File: config.mk
export PLATFORM = sky130hd
export DESIGN_NAME = hazard_ctrl
export DESIGN_NICKNAME = d
export VERILOG_FILES = /design/src/rtl/hazard_ctrl.sv
export SDC_FILE = /design/constraint.sdc
export NUM_CORES = 1
export LEC_CHECK = 0
export ABC_AREA = 1
export BUFFER_PORTS_ARGS = -buffer_cell sky130_fd_sc_hd__buf_2
export CORE_ASPECT_RATIO = 2
export CORE_UTILIZATION = 45
export CTS_CLUSTER_DIAMETER = 30
export DETAILED_ROUTE_END_ITERATION = 10
export GPL_TIMING_DRIVEN = 1
export PLACE_DENSITY = 0.68
export SLEW_MARGIN = 20
export SYNTH_ARGS = -nofsm -noshare
export SYNTH_HDL_FRONTEND = slang
export SYNTH_SLANG_ARGS = --single-unit
export TNS_END_PERCENT = 10
File: constraint.sdc
create_clock -name clk_i -period 3 [get_ports clk_i]
set_input_delay 0.3 -clock clk_i [delete_from_list [all_inputs] [get_ports clk_i]]
set_output_delay 0.3 -clock clk_i [all_outputs]
set_load 0.01 [all_outputs]
File: src/rtl/hazard_ctrl.sv
// Decode-stage hazard controller: RAW scoreboard, saturation stall, branch flush FSM.
// Optional operand forwarding / load-use-only stalling enabled by defining HAZARD_FWD_EN.
module hazard_ctrl #(
  parameter int FLUSH_CYCLES = 2,
  parameter int CNT_W        = 2
) (
  input  logic       clk_i,
  input  logic       reset_ni,
  input  logic       dec_valid_i,
  input  logic [3:0] dec_r1_addr_i,
  input  logic [3:0] dec_r2_addr_i,
  input  logic       dec_r1_used_i,
  input  logic       dec_r2_used_i,
  input  logic [3:0] dec_rd_addr_i,
  input  logic       dec_wr_en_i,
  input  logic       ex_valid_i,
  input  logic [3:0] ex_rd_addr_i,
  input  logic       ex_wr_en_i,
  input  logic       ex_is_load_i,
  input  logic       mem_valid_i,
  input  logic [3:0] mem_rd_addr_i,
  input  logic       mem_wr_en_i,
  input  logic       wb_en_i,
  input  logic [3:0] wb_addr_i,
  input  logic       sq_en_i,
  input  logic [3:0] sq_addr_i,
  input  logic       branch_taken_i,
  output logic       issue_o,
  output logic       stall_o,
  output logic       flush_o,
  output logic [1:0] fwd_a_sel_o,
  output logic [1:0] fwd_b_sel_o
);

  localparam int               NREG       = 15;
  localparam logic [CNT_W-1:0] CNT_MAX    = {CNT_W{1'b1}};
  localparam logic [3:0]       PC_ADDR    = 4'd15;
  localparam logic [2:0]       FLUSH_LOAD = 3'(FLUSH_CYCLES);

  typedef enum logic {
    ST_IDLE  = 1'b0,
    ST_FLUSH = 1'b1
  } state_e;

  state_e           state_q, state_d;
  logic [2:0]       fcnt_q, fcnt_d;
  logic [CNT_W-1:0] cnt_q [NREG];
  logic [CNT_W-1:0] cnt_d [NREG];

  logic [CNT_W-1:0] cnt_r1, cnt_r2, cnt_rd;
  logic             pend_a, pend_b, sat;
  logic             stall_raw;
  logic             stall_int, issue_int, flush_int;
  logic [1:0]       fwd_a_int, fwd_b_int;
  logic             underflow;

  // Scoreboard lookups; r15 has no entry and always reads as idle.
  always_comb begin
    cnt_r1 = '0;
    cnt_r2 = '0;
    cnt_rd = '0;
    for (int r = 0; r < NREG; r++) begin
      if (dec_r1_addr_i == 4'(r)) cnt_r1 = cnt_q[r];
      if (dec_r2_addr_i == 4'(r)) cnt_r2 = cnt_q[r];
      if (dec_rd_addr_i == 4'(r)) cnt_rd = cnt_q[r];
    end
  end

  always_comb begin
    pend_a = dec_r1_used_i & (dec_r1_addr_i != PC_ADDR) & (cnt_r1 != '0);
    pend_b = dec_r2_used_i & (dec_r2_addr_i != PC_ADDR) & (cnt_r2 != '0);
    sat    = dec_wr_en_i & (dec_rd_addr_i != PC_ADDR) & (cnt_rd == CNT_MAX);
  end

`ifdef HAZARD_FWD_EN
  logic load_use_a, load_use_b;
  logic unused_pend;

  always_comb begin
    load_use_a = dec_r1_used_i & ex_valid_i & ex_wr_en_i & ex_is_load_i &
                 (ex_rd_addr_i == dec_r1_addr_i);
    load_use_b = dec_r2_used_i & ex_valid_i & ex_wr_en_i & ex_is_load_i &
                 (ex_rd_addr_i == dec_r2_addr_i);
    stall_raw  = load_use_a | load_use_b | sat;
  end

  // Youngest producer wins: EX, then MEM, then the register-file write port.
  always_comb begin
    fwd_a_int = 2'd0;
    if (ex_valid_i & ex_wr_en_i & (ex_rd_addr_i == dec_r1_addr_i))
      fwd_a_int = 2'd1;
    else if (mem_valid_i & mem_wr_en_i & (mem_rd_addr_i == dec_r1_addr_i))
      fwd_a_int = 2'd2;
    else if (wb_en_i & (wb_addr_i == dec_r1_addr_i))
      fwd_a_int = 2'd3;

    fwd_b_int = 2'd0;
    if (ex_valid_i & ex_wr_en_i & (ex_rd_addr_i == dec_r2_addr_i))
      fwd_b_int = 2'd1;
    else if (mem_valid_i & mem_wr_en_i & (mem_rd_addr_i == dec_r2_addr_i))
      fwd_b_int = 2'd2;
    else if (wb_en_i & (wb_addr_i == dec_r2_addr_i))
      fwd_b_int = 2'd3;
  end

  assign unused_pend = pend_a ^ pend_b;
`else
  logic unused_fwd_inputs;

  always_comb begin
    stall_raw = pend_a | pend_b | sat;
    fwd_a_int = 2'd0;
    fwd_b_int = 2'd0;
  end

  assign unused_fwd_inputs = ^{ex_valid_i, ex_rd_addr_i, ex_wr_en_i, ex_is_load_i,
                               mem_valid_i, mem_rd_addr_i, mem_wr_en_i};
`endif

  // A flush overrides any stall; everything is held low while reset is asserted.
  always_comb begin
    flush_int = (state_q == ST_FLUSH);
    stall_int = stall_raw & ~flush_int & reset_ni;
    issue_int = dec_valid_i & ~stall_int & ~flush_int & reset_ni;
  end

  assign issue_o     = issue_int;
  assign stall_o     = stall_int;
  assign flush_o     = flush_int;
  assign fwd_a_sel_o = reset_ni ? fwd_a_int : 2'd0;
  assign fwd_b_sel_o = reset_ni ? fwd_b_int : 2'd0;

  // Net scoreboard update: issue increment, writeback and squash decrements in one step.
  always_comb begin
    underflow = 1'b0;
    for (int r = 0; r < NREG; r++) begin
      logic             inc_m, wb_m, sq_m;
      logic [CNT_W+1:0] up, down;
      inc_m = issue_int & dec_wr_en_i & (dec_rd_addr_i == 4'(r));
      wb_m  = wb_en_i & (wb_addr_i == 4'(r));
      sq_m  = sq_en_i & (sq_addr_i == 4'(r));
      up    = (CNT_W+2)'(cnt_q[r]) + (CNT_W+2)'(inc_m);
      down  = (CNT_W+2)'(wb_m) + (CNT_W+2)'(sq_m);
      if (up < down) begin
        cnt_d[r]  = '0;
        underflow = 1'b1;
      end else begin
        cnt_d[r]  = CNT_W'(up - down);
      end
    end
  end

  always_comb begin
    state_d = state_q;
    fcnt_d  = fcnt_q;
    case (state_q)
      ST_IDLE: begin
        if (branch_taken_i) begin
          state_d = ST_FLUSH;
          fcnt_d  = FLUSH_LOAD;
        end
      end
      ST_FLUSH: begin
        if (branch_taken_i) begin
          fcnt_d = FLUSH_LOAD;
        end else if (fcnt_q == 3'd1) begin
          state_d = ST_IDLE;
          fcnt_d  = 3'd0;
        end else begin
          fcnt_d = fcnt_q - 3'd1;
        end
      end
      default: begin
        state_d = ST_IDLE;
        fcnt_d  = 3'd0;
      end
    endcase
  end

  always_ff @(posedge clk_i or negedge reset_ni) begin
    if (!reset_ni) begin
      state_q <= ST_IDLE;
      fcnt_q  <= 3'd0;
      for (int r = 0; r < NREG; r++) cnt_q[r] <= '0;
    end else begin
      state_q <= state_d;
      fcnt_q  <= fcnt_d;
      for (int r = 0; r < NREG; r++) cnt_q[r] <= cnt_d[r];
    end
  end

`ifndef SYNTHESIS
  a_no_underflow: assert property (@(posedge clk_i) disable iff (!reset_ni) !underflow);
`endif

endmodule

==> results of run 1 <==
-- sequential cells by signal, summed over array words and instances (netlist names) --
name	count
cnt_q	30
fcnt_q	3
flush_o	1
-- routing by layer --
metal  vias to the layer above  track usage, %  share of wire, %
li1                       2006               -                 -
met1                      1877           25.98                33
met2                        99           50.49                54
met3                        50           4.630               3.9
met4                         0           22.11               8.8
met5                         -               0                 0
-- how the worst min path moves through the flow --
stage	endpoint	slack (ps)	cells after the start
floorplan	cnt_q[0]	4	0
global placement	fcnt_q[2]	510	2
detailed placement	cnt_q[19]	520	2
CTS	cnt_q[19]	220	2
global route	cnt_q[18]	230	2
finish	cnt_q[19]	190	2
-- power groups by stage --
stage	Combinational, mW	Clock (mW)	Sequential, mW
5_1_grt	0.865	0.573	0.754
4_1_cts	0.725	0.557	0.737
3_3_place_gp	0.668	0	0.737
3_5_place_dp	0.700	0	0.741
6_report	0.754	0.542	0.740
2_1_floorplan	0.463	0	0.670
-- synth_stat cells (all sizes together), types with 13 or more instances --
cell type / count
nand3: 30
nor3: 18
nor2: 99
o21ai: 19
o21ba: 14
a21oi: 16
inv: 113
fa: 15
nand4: 13
dfrtp: 34
nand2: 100
ha: 62
-- layout make-up --
cell class / instances / share of cell area [%]
multi-input combinational: 413 / 55.57
tap: 100 / 2.422
inverter: 113 / 8.212
sequential: 34 / 16.59
timing repair buffer: 107 / 14.27
clock inverter: 2 / 0.2422
clock buffer: 6 / 2.689
-- per-stage QoR --
| stage | utilization, % | TNS, ps | power (mW) | hold WS [ps] | setup slack (ps) |
|---|---|---|---|---|---|
| 3_3_place_gp | 55.24 | -3409 | 1.405 | 514.6 | -256.4 |
| 5_1_grt | 59.72 | -5848 | 2.193 | 226.7 | -285.1 |
| 4_1_cts | 58.52 | -456.6 | 2.020 | 215.8 | -59.08 |
| 2_1_floorplan | - | 0 | 1.133 | 4.409 | 237.1 |
| 6_report | 59.72 | -440.3 | 2.036 | 194.4 | -64.91 |
| 3_5_place_dp | 55.24 | -4837 | 1.442 | 520.1 | -305.2 |
-- repair_timing --
item,4_1_cts,5_1_grt
cloned,1,0
pin swaps,10,19
gates resized for setup,24,29
setup buffers,5,3
setup endpoints to repair,22,30
hold buffers,0,0
-- kinds of logic after synthesis --
logic type | count (synthesis) | synth area share (%)
compound gates | 62 | 10.24
xor+xnor | 2 | 0.4358
fa+ha+maj | 77 | 26.77
buf+inv | 119 | 11.67
flops | 34 | 21.16
other cells | 1 | 0.09328
simple gates | 267 | 29.63
==> impl_metrics.tcl, run 1 <==
set metrics [dict create \
    timing.critical_path.buf_inv 1 \
    reg2reg_slack_ps -60 \
    initial_antenna_violation_count 0 \
    post_detailed_route_drc_marker_count 0 \
    synth-async-reset-ratio_pct 100.0 \
    number_of_cell_rows 48 \
    diodes 0 \
    drt_wl_total_um 11640 \
    setup_repair_after_global_routing_missed_its_margin "yes" \
    slowest_delay_ps 450 \
    post-place-cells 758 \
    worst_setup_path_start_kind "flop" \
    critical-path-top-delay-family "simple AND/OR/NAND/NOR gates" \
    depth_of_the_worst_register_to_register_path 19 \
    synth_top_flop_cell "sky130_fd_sc_hd__dfrtp_1" \
    rr_endpoint "cnt_q[0]" \
    setup_crit_end_kind "flop" \
    final_layout_size_suffix_gt1_share_pct 27.11 \
    multi_input_comb_area_um2 2870 \
    tritoncts_num_sinks 34 \
    synth_cell_types 35 \
    worst_setup_path_startpoint "cnt_q[28]" \
    pwr_density_cell_nw_per_um2 394.2 \
    fin_crit_sh_pct 102.2 \
    failed_checks "setup timing" \
    drv_cap 0 \
    number_of_design_rule_violations_left_by_the_first_detailed_router_iteration 150 \
    ys_seq_elements 34 \
    yosysSeqAreaShare_pct 21.16 \
    hpwlAfterDp_um 9534 \
    floorplan.die.width_um 68.84 \
    cp.arrival_ps 3240 \
    power_switching_share_pct 37.26 \
    count_of_synthesis_stage_warnings_from_yosys 0 \
    total_switching_power_uw 758.6 \
    r2r_start "cnt_q[28]" \
    core_footprint_um2 8648 \
    vias 4032 \
    ctsLongestPathBuffers 2 \
    netlist.area_leader.share_pct 21.16 \
    path_common_cell "sky130_fd_sc_hd__nand2_1" \
    clockRootBuffer "sky130_fd_sc_hd__clkbuf_16" \
    synth_enable_flop_cells 0 \
    area_delta_synth_final_pct 28.48 \
    final-instance-count-excl-fill 775 \
    crit_type "flop to flop" \
    synthesis.instances 562 \
    grt_start_max_net_pins 36 \
    timing_hold_violations_final 0 \
    post_synth.cell_area_avg_um2 7.153 \
    clk_latency_ps 290 \
    power_leakage_nw 2.694 \
    drt-wirelength-per-cell_um 15.02 \
    power_frac_clock_pct 26.6 \
    critical_path_depth 19 \
    fp.dieH_um 135.7 \
    p_comb_share_pct 37.0 \
    globalRouteOverflowTotal 0 \
    synthesis.area_um2 4020 \
    cts_max_level 2 \
    top_library_cells_by_usage_in_the_layout_fill_and_taps_aside "113 x sky130_fd_sc_hd__inv_1, 97 x sky130_fd_sc_hd__nand2_1, 87 x sky130_fd_sc_hd__nor2_1, 73 x sky130_fd_sc_hd__buf_4, 51 x sky130_fd_sc_hd__ha_1" \
    final_clock_skew_ps 5.855 \
    finish.instance_area_um2 5165 \
    dpl_cell_area_um2 4777 \
    period_minus_slack_ps 3065 \
    p_int_mw 1.278 \
    die_area_um2 9339 \
    clock_tree_from_tritoncts "done" \
    slew_violations 0 \
    outcome "complete, but fails checks" \
    io-pin-count 49 \
    initial_core_util_pct 46.48 \
    drt_pass1_iterations 4 \
    antenna_violating_nets_post_route 0 \
    grt_util_all_layers_pct 28.00 \
    synthTopCellsByArea "sky130_fd_sc_hd__dfrtp_1 21%, sky130_fd_sc_hd__ha_1 19%, sky130_fd_sc_hd__inv_1 11%" \
    ff_latch_area_um2 857.1 \
    grt_first_pass_wirelength_um 18970 \
    max_clock_freq_ghz 0.3263 \
    routability_cong 0.9157 \
    number_of_setup_violations_in_the_final_report 11 \
    port-buffer-count 31 \
    layout.cells.most_common "sky130_fd_sc_hd__inv_1" \
    cp-endpoint "cnt_q[0]" \
    n_fill_cell 824 \
    nNetsFinal 793 \
    netlist.top_cell.by_area "sky130_fd_sc_hd__dfrtp_1" \
    worst_ir_drop_vdd_mv 0.3802 \
    sequentialPowerShare_pct 36.3 \
    cp_required_ps 3170 \
    cts.clk_slew.worst_paths_ps 60 \
    path_cells "nand3_1 > nand2_1 > nor2_1 > nand4_1 > nor2_1 > nand3_1 > o21bai_1 > nand2_1 > nand2_1 > nand3_2 > nand2_4 > nand4_4 > buf_4 > nor3_4 > ha_2 > fa_1 > nand2_1 > nor2_1 > o21ba_2" \
    cp_slowest_cell "sky130_fd_sc_hd__fa_1" \
    detail_route.vias_per_cell 5.203 \
    cts_made_buffers 5 \
    min-delay-path-class "input port to asynchronous set/reset pin" \
    final_critical_path_setup_slack_ps -64.91 \
    cp_max_fo 5 \
    first_global_vias 4213 \
]
Note: power is estimated with default switching activity, not from simulation.
==> run 2: changes to the inputs <==
Settings changed: ABC_AREA 1 to not set.
==> impl_metrics.tcl, run 2 <==
set metrics [dict create \
    synth_cell_types 59 \
    slew-limit-headroom_pct 64.16 \
    path_cells "mux2_4 > a221oi_2 > a211oi_1 > o211a_1 > or4_4 > buf_4 > nor3_4 > ha_2 > fa_1 > xnor2_1 > and2_1" \
    io-pin-count 49 \
    clockRootBuffer "sky130_fd_sc_hd__clkbuf_16" \
    drv_cap 0 \
    setup_crit_end_kind "flop" \
    final_clock_skew_ps 6.181 \
    synth_most_common_cell "sky130_fd_sc_hd__nor2_1" \
    n_fill_cell 768 \
    period_minus_slack_ps 3250 \
    multi_input_comb_area_um2 3032 \
    antenna_violating_nets_post_route 0 \
    diodes 0 \
    drt_wl_total_um 12510 \
    post-layout-total-power_mw 2.353 \
    synthesis.instances 472 \
    pre_cts_ws_ps -401.0 \
    final-instance-count-excl-fill 680 \
    cp_slowest_cell "sky130_fd_sc_hd__or4_4" \
    setup_repair_after_global_routing_missed_its_margin "yes" \
    clk_latency_ps 290 \
    vias 3801 \
    totalNegativeSetupSlack_ps -5788 \
    ys_seq_elements 34 \
    worst_ir_drop_vdd_mv 0.3983 \
    drt_pass1_iterations 4 \
    cts_max_level 2 \
    clock_tree_from_tritoncts "done" \
    synthesis.area_um2 4069 \
    grt_first_pass_wirelength_um 19800 \
    power_leakage_nw 2.563 \
    port-buffer-count 31 \
    max_clock_freq_ghz 0.3076 \
    area_delta_synth_final_pct 28.04 \
    post-place-cells 665 \
    core_footprint_um2 8708 \
    routability_cong 0.9338 \
    outcome "complete, but fails checks" \
    slowest_delay_ps 620 \
    critical-path-top-delay-family "simple AND/OR/NAND/NOR gates" \
    final_critical_path_setup_slack_ps -250.5 \
    number_of_cell_rows 48 \
    worst_slew_pin_slew_ps 535.6 \
    floorplan.die.width_um 69.24 \
    ff_latch_area_um2 854.6 \
    cp_max_fo 7 \
    fp.dieH_um 136.5 \
    tritoncts_num_sinks 34 \
    min-delay-path-class "input port to asynchronous set/reset pin" \
    initial_core_util_pct 46.72 \
    slew_violations 0 \
    post_detailed_route_drc_marker_count 0 \
    netlist.top_cell.by_area "sky130_fd_sc_hd__dfrtp_1" \
    timing.critical_path.buf_inv 1 \
    synth_enable_flop_cells 0 \
    yosys-top-cells-count "71 x sky130_fd_sc_hd__nor2_1, 62 x sky130_fd_sc_hd__ha_1, 44 x sky130_fd_sc_hd__inv_1, 34 x sky130_fd_sc_hd__dfrtp_1, 19 x sky130_fd_sc_hd__nor3_1" \
    failed_checks "setup timing" \
    count_of_synthesis_stage_warnings_from_yosys 0 \
    first_global_vias 3944 \
    cp_required_ps 3180 \
    worst_setup_path_start_kind "flop" \
    nNetsFinal 698 \
    cts.clk_slew.worst_paths_ps 60 \
    layout.cells.most_common "sky130_fd_sc_hd__buf_4" \
    number_of_design_rule_violations_left_by_the_first_detailed_router_iteration 187 \
    ctsLongestPathBuffers 2 \
    initial_antenna_violation_count 0 \
    largest-register "cnt_q" \
    cp.arrival_ps 3430 \
    synth_top_flop_cell "sky130_fd_sc_hd__dfrtp_1" \
    top_library_cells_by_usage_in_the_layout_fill_and_taps_aside "87 x sky130_fd_sc_hd__buf_4, 71 x sky130_fd_sc_hd__nor2_1, 48 x sky130_fd_sc_hd__ha_1, 44 x sky130_fd_sc_hd__inv_1" \
    hold_buffers 0 \
    number_of_setup_violations_in_the_final_report 32 \
    worst_setup_path_startpoint "cnt_q[29]" \
    detail_route.vias_per_cell 5.590 \
    largest_reg_flops 30 \
    globalRouteOverflowTotal 0 \
    yosysSeqAreaShare_pct 20.91 \
    netlist.area_leader.share_pct 20.91 \
    whs_ps 140.3 \
    crit_type "flop to flop" \
    timing_hold_violations_final 0 \
    hpwlAfterDp_um 10210 \
    cts_made_buffers 5 \
    grt_start_max_net_pins 36 \
    die_area_um2 9450 \
    pwr_density_cell_nw_per_um2 451.7 \
    synthTopCellsByArea "sky130_fd_sc_hd__dfrtp_1 21%, sky130_fd_sc_hd__ha_1 19%, sky130_fd_sc_hd__fa_1 7.4%" \
    fin_crit_sh_pct 108.3 \
    synth-async-reset-ratio_pct 100.0 \
    drt-wirelength-per-cell_um 18.40 \
    post_synth.cell_area_avg_um2 8.621 \
    grt_util_all_layers_pct 27.58 \
    final_layout_size_suffix_gt1_share_pct 30.17 \
    r2r_start "cnt_q[29]" \
]
==> run 2: changes by cell type after synthesis, sizes merged, moves of 17 or more <==
cell | before | now
nand2 | 100 | 13
inv | 113 | 44
nor2 | 99 | 71
nand3 | 30 | 7
and2 | 0 | 17
==> run 2: where the power goes <==
group          switching [mW]  internal (mW)  total, mW  leakage [nW]
clock network           0.223          0.478      0.701        0.0940
logic                   0.483          0.448      0.931          2.03
registers               0.143          0.578      0.721         0.436
total                   0.849           1.50       2.35          2.56
==> run 2: layout make-up <==
class / instances / area share (%)
Multi-Input combinational cell: 374 / 58.19
Sequential cell: 34 / 16.40
Timing Repair Buffer: 120 / 16.11
Inverter: 44 / 3.170
Clock buffer: 5 / 2.402
Tap cell: 100 / 2.402
Clock inverter: 3 / 1.321
==> run 2: path summary, 6_finish.rpt <==
kind | endpoint | slack (ps) | cells after the start
max in group asynchronous | cnt_q[29] | 2460 | 2
min | cnt_q[8] | 140 | 2
max | cnt_q[19] | -250 | 11
min reg2reg | fcnt_q[1] | 500 | 2
max reg2reg | cnt_q[19] | -250 | 11
min in group clk_i | fcnt_q[2] | 210 | 2
==> run 2: layer usage <==
layer	vias up	track usage, %	share of wire, %
met5	-	0	0
met4	0	17.80	5.6
met2	99	52.48	56
li1	1856	-	-
met3	35	3.781	2.9
met1	1811	27.36	36
==> run 2: cell families (layout without fill, tap and decap cells) <==
logic type / count (synthesis) / after routing / share of synthesized area [%]
and+or+nand+nor: 201 / 202 / 27.24
adders and majority gates: 77 / 77 / 26.45
AOI/OAI and AO/OA: 68 / 68 / 11.84
buffers and inverters: 68 / 172 / 7.749
DFF: 34 / 34 / 20.91
xor gates and xnor gates: 15 / 15 / 3.229
muxes: 8 / 8 / 2.491
other: 1 / 4 / 0.09216
==> run 2: worst reg2reg max path: stages, from the launching register on <==
cell and delay [ps]:
sky130_fd_sc_hd__dfrtp_2 440, sky130_fd_sc_hd__mux2_4 280, sky130_fd_sc_hd__a221oi_2 230, sky130_fd_sc_hd__a211oi_1 70
sky130_fd_sc_hd__o211a_1 250, sky130_fd_sc_hd__or4_4 620, sky130_fd_sc_hd__buf_4 190, sky130_fd_sc_hd__nor3_4 130
sky130_fd_sc_hd__ha_2 220, sky130_fd_sc_hd__fa_1 420, sky130_fd_sc_hd__xnor2_1 140, sky130_fd_sc_hd__and2_1 150
==> run 2: what timing repair did <==
| action | 4_1_cts | 5_1_grt |
|---|---|---|
| endpoints found under the hold margin | 0 | 0 |
| resized for setup | 16 | 5 |
| buffers inserted | 3 | 3 |
| endpoints found under the setup margin | 31 | 32 |
| gates cloned | 1 | 0 |
| pin swaps | 9 | 4 |
==> run 2: metrics by stage <==
step	area, um2	utilization [%]
3_3_place_gp	4878	56.02
6_report	5210	59.83
4_1_cts	5167	59.34
5_1_grt	5210	59.83
2_1_floorplan	4113	-
3_5_place_dp	4878	56.02
